## src/rtl/mux4_packet_arbiter_if.sv

```systemverilog
// Handshake bundle between four requesters, the downstream sink and the arbiter.
// Signal names follow the arbiter's point of view; the slave modport is the arbiter.
interface mux4_packet_arbiter_if;
  logic [3:0] valid_i;
  logic [3:0] last_i;
  logic [3:0] ready_o;
  logic [1:0] sel_o;
  logic [3:0] grant_o;
  logic       valid_o;
  logic       last_o;
  logic       ready_i;
  logic       busy_o;

  modport slave (
    input  valid_i,
    input  last_i,
    input  ready_i,
    output ready_o,
    output sel_o,
    output grant_o,
    output valid_o,
    output last_o,
    output busy_o
  );

  modport master (
    output valid_i,
    output last_i,
    output ready_i,
    input  ready_o,
    input  sel_o,
    input  grant_o,
    input  valid_o,
    input  last_o,
    input  busy_o
  );
endinterface

```

## src/rtl/mux4_packet_arbiter.sv

```systemverilog
// Packet-level round-robin arbiter for a shared 4:1 select datapath.
// Grants are held until a packet's last beat or until MaxBeats transfers force release.
module mux4_packet_arbiter #(
  parameter int unsigned MaxBeats = 16,
  parameter int unsigned CntWidth = $clog2(MaxBeats + 1)
) (
  input  logic                         clk_i,
  input  logic                         rst_i,
  mux4_packet_arbiter_if.slave         bus
);

  typedef enum logic [0:0] {StIdle, StLocked} state_e;

  localparam logic [CntWidth-1:0] LastCnt = CntWidth'(MaxBeats - 1);

  state_e              r_state;
  logic [1:0]          r_sel;
  logic [3:0]          r_grant;
  logic [1:0]          r_ptr;
  logic [CntWidth-1:0] r_cnt;

  state_e              w_state_nxt;
  logic [1:0]          w_sel_nxt;
  logic [3:0]          w_grant_nxt;
  logic [1:0]          w_ptr_nxt;
  logic [CntWidth-1:0] w_cnt_nxt;

  logic [1:0]          w_winner;
  logic [1:0]          w_idx;
  logic                w_found;
  logic                w_valid;
  logic                w_last;
  logic [3:0]          w_ready;
  logic                w_xfer;
  logic                w_release;

  // Round-robin scan starting at the priority pointer.
  always_comb begin
    w_found  = 1'b0;
    w_winner = r_ptr;
    w_idx    = '0;
    for (int i = 0; i < 4; i++) begin
      w_idx = r_ptr + 2'(i);
      if (!w_found && bus.valid_i[w_idx]) begin
        w_found  = 1'b1;
        w_winner = w_idx;
      end
    end
  end

  // Handshake routing; everything is held off while reset is asserted.
  always_comb begin
    w_valid = 1'b0;
    w_last  = 1'b0;
    w_ready = '0;
    if (!rst_i && r_state == StLocked) begin
      w_valid        = bus.valid_i[r_sel];
      w_last         = bus.last_i[r_sel];
      w_ready[r_sel] = bus.ready_i;
    end
    w_xfer    = w_valid & bus.ready_i;
    w_release = w_xfer & (w_last | (r_cnt == LastCnt));
  end

  // Next-state logic: grant from IDLE, count beats and release from LOCKED.
  always_comb begin
    w_state_nxt = r_state;
    w_sel_nxt   = r_sel;
    w_grant_nxt = r_grant;
    w_ptr_nxt   = r_ptr;
    w_cnt_nxt   = r_cnt;
    unique case (r_state)
      StIdle: begin
        if (w_found) begin
          w_state_nxt = StLocked;
          w_sel_nxt   = w_winner;
          w_grant_nxt = 4'b0001 << w_winner;
          w_cnt_nxt   = '0;
        end
      end
      StLocked: begin
        if (w_release) begin
          // sel is left alone so the external mux select never glitches on release
          w_state_nxt = StIdle;
          w_grant_nxt = '0;
          w_cnt_nxt   = '0;
          w_ptr_nxt   = r_sel + 2'd1;
        end else if (w_xfer) begin
          w_cnt_nxt = r_cnt + 1'b1;
        end
      end
      default: w_state_nxt = StIdle;
    endcase
  end

  // State registers with synchronous reset.
  always_ff @(posedge clk_i) begin
    if (rst_i) begin
      r_state <= StIdle;
      r_sel   <= '0;
      r_grant <= '0;
      r_ptr   <= '0;
      r_cnt   <= '0;
    end else begin
      r_state <= w_state_nxt;
      r_sel   <= w_sel_nxt;
      r_grant <= w_grant_nxt;
      r_ptr   <= w_ptr_nxt;
      r_cnt   <= w_cnt_nxt;
    end
  end

  assign bus.valid_o = w_valid;
  assign bus.last_o  = w_last;
  assign bus.ready_o = w_ready;
  assign bus.sel_o   = r_sel;
  assign bus.grant_o = r_grant;
  assign bus.busy_o  = (r_state == StLocked);

endmodule

```

## src/flat_wrapper.sv

```systemverilog
// flat-port wrapper written by rule: the top's interface ports become plain ports
module mux4_packet_arbiter_flat 
#(
  parameter int unsigned MaxBeats = 16,
  parameter int unsigned CntWidth = $clog2(MaxBeats + 1)
)
  (clk_i, rst_i, bus_valid_i, bus_last_i, bus_ready_i, bus_ready_o, bus_sel_o, bus_grant_o, bus_valid_o, bus_last_o, bus_busy_o);
  mux4_packet_arbiter_if bus_i ();
  input  logic clk_i;
  input  logic rst_i;
  input wire logic [$bits(bus_i.valid_i)-1:0] bus_valid_i;
  input wire logic [$bits(bus_i.last_i)-1:0] bus_last_i;
  input wire logic [$bits(bus_i.ready_i)-1:0] bus_ready_i;
  output wire logic [$bits(bus_i.ready_o)-1:0] bus_ready_o;
  output wire logic [$bits(bus_i.sel_o)-1:0] bus_sel_o;
  output wire logic [$bits(bus_i.grant_o)-1:0] bus_grant_o;
  output wire logic [$bits(bus_i.valid_o)-1:0] bus_valid_o;
  output wire logic [$bits(bus_i.last_o)-1:0] bus_last_o;
  output wire logic [$bits(bus_i.busy_o)-1:0] bus_busy_o;
  assign bus_i.valid_i = bus_valid_i;
  assign bus_i.last_i = bus_last_i;
  assign bus_i.ready_i = bus_ready_i;
  assign bus_ready_o = bus_i.ready_o;
  assign bus_sel_o = bus_i.sel_o;
  assign bus_grant_o = bus_i.grant_o;
  assign bus_valid_o = bus_i.valid_o;
  assign bus_last_o = bus_i.last_o;
  assign bus_busy_o = bus_i.busy_o;
  mux4_packet_arbiter #(.MaxBeats(MaxBeats), .CntWidth(CntWidth)) u_core (.clk_i(clk_i), .rst_i(rst_i), .bus(bus_i));
endmodule
```

## config.mk

```make
export PLATFORM = sky130hd
export DESIGN_NAME = mux4_packet_arbiter_flat
export DESIGN_NICKNAME = d
export VERILOG_FILES = /design/src/rtl/mux4_packet_arbiter_if.sv /design/src/rtl/mux4_packet_arbiter.sv /design/src/flat_wrapper.sv
export SDC_FILE = /design/constraint.sdc
export NUM_CORES = 1
export LEC_CHECK = 0
export BUFFER_PORTS_ARGS = -buffer_cell sky130_fd_sc_hd__clkbuf_2
export CAP_MARGIN = 10
export CORE_MARGIN = 8
export CORE_UTILIZATION = 55
export DETAILED_ROUTE_END_ITERATION = 8
export PLACE_DENSITY = 0.94
export SLEW_MARGIN = 5
export SYNTH_ARGS = -nofsm -noshare
export SYNTH_HDL_FRONTEND = slang
export SYNTH_SLANG_ARGS = --single-unit
```

## constraint.sdc

```tcl
create_clock -name clk_i -period 2.75 [get_ports clk_i]
set_input_delay 0.275 -clock clk_i [delete_from_list [all_inputs] [get_ports clk_i]]
set_output_delay 0.275 -clock clk_i [all_outputs]
set_load 0.005 [all_outputs]
```

==> summary.md <==
The run gives 990 as the via count of the routed design. Entering global routing, the biggest net connects 13 pins. In this run the count of I/O pins placed on the die edge is 24. The path class of the tightest hold or removal check is in -> reg.

The tools report the library cell used as clock root buffer as sky130_fd_sc_hd__clkbuf_4. The run finished with clean final reports. The finished cells cover 1080 um^2. Setup repair after global routing left no endpoint under its margin.

The average vias per placed instance came out at 6.56. The length of the first detailed-routing pass in iterations came out at 4. STA classifies the critical path endpoint as a flip-flop.

The logs give 0.000460 uW for the leakage power summed over all cells and 153 for the net count of the finished layout. The post-synthesis sequential area ratio came out at 30.2%. After clock tree synthesis, the repair step resized 0 gates. The instance area at placement was 1060 um^2.

The synthesized design devotes to its leading area cell type 30.2% of total area. The async set-reset flop share out of synthesis works out to 0%. For the count of mapped cells out of synthesis, the log shows 109. The cell area that synthesis handed to floorplanning was 928 um^2. Starting density of the core: 56.2%.

IR analysis of the VDD net gives a maximum drop of 239 uV. The maximum count of clock buffers along a single path is 2, and the max capacitance violation total is 0. The Yosys warning count was 0; the maximum clock skew at final layout was 0.00608 ns. In this run the worst path has a maximum fanout of 10.

The number of H-tree levels was 1; the signal arrival time at the worst endpoint was 2.36 ns. The number of placed instances, taps included, is 148. Compared with the post-synthesis result, the final layout area differs by 16.6%.

The biggest cell delay along the critical path was 0.42 ns. Counting instances in the post-synthesis netlist gives the leading cell types as 14 x sky130_fd_sc_hd__dfxtp_1, 9 x sky130_fd_sc_hd__inv_1, 9 x sky130_fd_sc_hd__nand2_1. The insertion delay to the later sink of the worst-skew pair was 0.28 ns. After detailed routing, the number of remaining DRC violations is 0.

The detailed router finished its first iteration with 41 violations. The number of routed nets with antenna violations came out at 0. The most frequent cell after synthesis was sky130_fd_sc_hd__dfxtp_1.

In the post-synthesis netlist, the biggest area contributors are sky130_fd_sc_hd__dfxtp_1 30%, sky130_fd_sc_hd__ha_1 8.1%, sky130_fd_sc_hd__nand3_1 3.8%. The tools report the all-layer global routing usage as 14.5%. The power density over the cells came out at 431 nW/um^2. Routability-driven placement finished with a final weighted congestion of 0.894. Largest area contributor in the netlist: sky130_fd_sc_hd__dfxtp_1. The tools report the final standard cell count with taps included and fillers excluded as 151. The initial antenna violation count is 0, and the placeable core region is 1650 um^2. The die is 57.1 um tall. The layout has 138 filler cells. Counting flops with a built-in enable in the synthesized netlist gives 0.

The register bit total from synthesis was 14. The clock transition time at the flip-flop clock pins of the worst setup and hold paths is 0.08 ns, and the final number of hold-violating endpoints is 0. In this run the post-CTS setup repair buffer count came out at 0. The routed length per instance is 15.6 um.

OpenSTA, run right after detailed placement, puts the worst setup slack at 0.616 ns. The signal on the critical path passes through ha_1, and3_1, ha_1, or2_2, o221ai_2, o21ai_2, o311ai_1. The clock net in this run drives a total of 14 sinks.

The quantity of hold-fixing buffers added after cts is 0, and the overall overflow remaining after global route is 0. For the count of different cell masters after synthesis, the log shows 41. The post-layout minimum cycle time was 2.17 ns. Counting the buffers created by CTS gives 3. The floorplan has 15 rows.

The logs give 280 um^2 for the sequential cell area and 1820 um for the post-detailed-placement half-perimeter wirelength. Setup violations remaining at the end of the flow were counted as 0. The first-pass GRT wire length was 3970 um. TritonCTS built the clock tree. The post-synthesis average cell area was 8.52 um^2.

The number of global-route vias before repair is 922. The number of antenna diodes in the final layout is 0. Measured against its own limit, the worst slew margin works out to 56.9%.

Synthesis produced a netlist with a net count of 126. The logs give 2360 um for the total routed wirelength and 3260 um^2 for the die footprint. The slew at the pin closest to its max-slew limit came out at 0.645 ns. Input and output buffers added on the ports amount to 23. The required time of the critical path is 2.94 ns, and the final max-slew violation count is 0. The start-to-end type of the worst setup path is reg -> reg. The worst path uses 78.9% of the clock period. Area of the multi-input gates: 609 um^2.

Summed over all failing endpoints, the final setup total negative slack is 0 ns. The most used flip-flop cell after synthesis is sky130_fd_sc_hd__dfxtp_1. The worst setup path is launched from a flip-flop. The logs give 0.461 GHz for the achievable frequency and 0.579 ns for the setup slack of the critical path after layout. The slowest stage of the critical path is the sky130_fd_sc_hd__o221ai_2 cell. The fraction of layout cells with a size suffix above 1 was 27.6%; the worst slack on hold paths was 0.311 ns. The floorplan die width is 57.1 um. Among the stages of the critical path, the cell type that occurs most often is sky130_fd_sc_hd__ha_1.
## cells by family (layout without fill, tap and decap cells)
logic type / after synthesis / in the layout / synth area share [%]
simple gates: 48 / 48 / 29.5
compound gates: 28 / 28 / 23.2
flops: 14 / 14 / 30.2
buf+inv: 10 / 35 / 4.18
fa+ha+maj: 6 / 6 / 8.09
mux: 3 / 3 / 4.85
## worst paths after layout
path	from	end	slack (ns)	cells after the start
hold / removal	rst_i	u_core.bus.sel_o[1]	0.31	2
setup / recovery	u_core.r_cnt[0]	u_core.r_cnt[2]	0.58	7
hold reg to reg	u_core.bus.grant_o[1]	u_core.bus.grant_o[1]	0.47	2
setup reg to reg	u_core.r_cnt[0]	u_core.r_cnt[2]	0.58	7
## report_power, final
part / switching, uW / total (uW) / internal (uW) / leakage, uW
registers: 12.8 / 227 / 214 / 0.000114
logic: 74.1 / 124 / 49.6 / 0.000333
clock network: 65.6 / 116 / 50.9 / 0.0000138
## layout make-up
cell class | count | share of cell area (%)
clock buffer | 3 | 2.08
inverter | 9 | 3.12
multi-input combinational | 85 | 56.3
sequential | 14 | 25.9
tap | 17 | 1.97
timing repair buffer | 23 | 10.6
## registers in the layout, summed over array words and instances, names as in the netlist
| name | count |
|---|---|
| u_core.r_cnt | 5 |
| u_core.bus.grant_o | 4 |
| u_core.bus.busy_o | 1 |
| u_core.r_ptr | 2 |
| u_core.bus.sel_o | 2 |
## per-layer routing
layer  global-route usage [%]  part of all wire [%]  vias to the layer above
met3                     7.10                    12                        4
met1                     15.5                    38                      462
met2                     23.3                    49                       60
met4                     7.05                   1.3                        0
li1                         -                     -                      464
met5                        0                     0                        -
## per-stage QoR
| stage | total power (uW) | utilization (%) |
|---|---|---|
| floorplan | 307 | - |
| global placement | 347 | 64.2 |
| detailed placement | 353 | 64.2 |
| CTS | 468 | 65.5 |
| global route | 495 | 65.5 |
| finish | 467 | 65.5 |
## worst max-delay path: cells and delay by family (launching register included)
family	cells	cell delay [ns]
flops	1	0.34
compound gates	3	0.83
simple gates	2	0.49
fa+ha+maj	2	0.42
## cells in the final DEF (no fill, tap or decap), drive strengths merged, types with 2 or more instances in the layout
cell type	n
or3	2
o221ai	2
nor2b	5
o21ai	4
nor2	6
a32o	3
nand3	8
mux2	2
nand2	9
nand4	2
o32ai	4
a21oi	6
clkbuf	26
dfxtp	14
ha	6
or2	2
inv	9
and3	6
(Power assumes the default switching activity.)
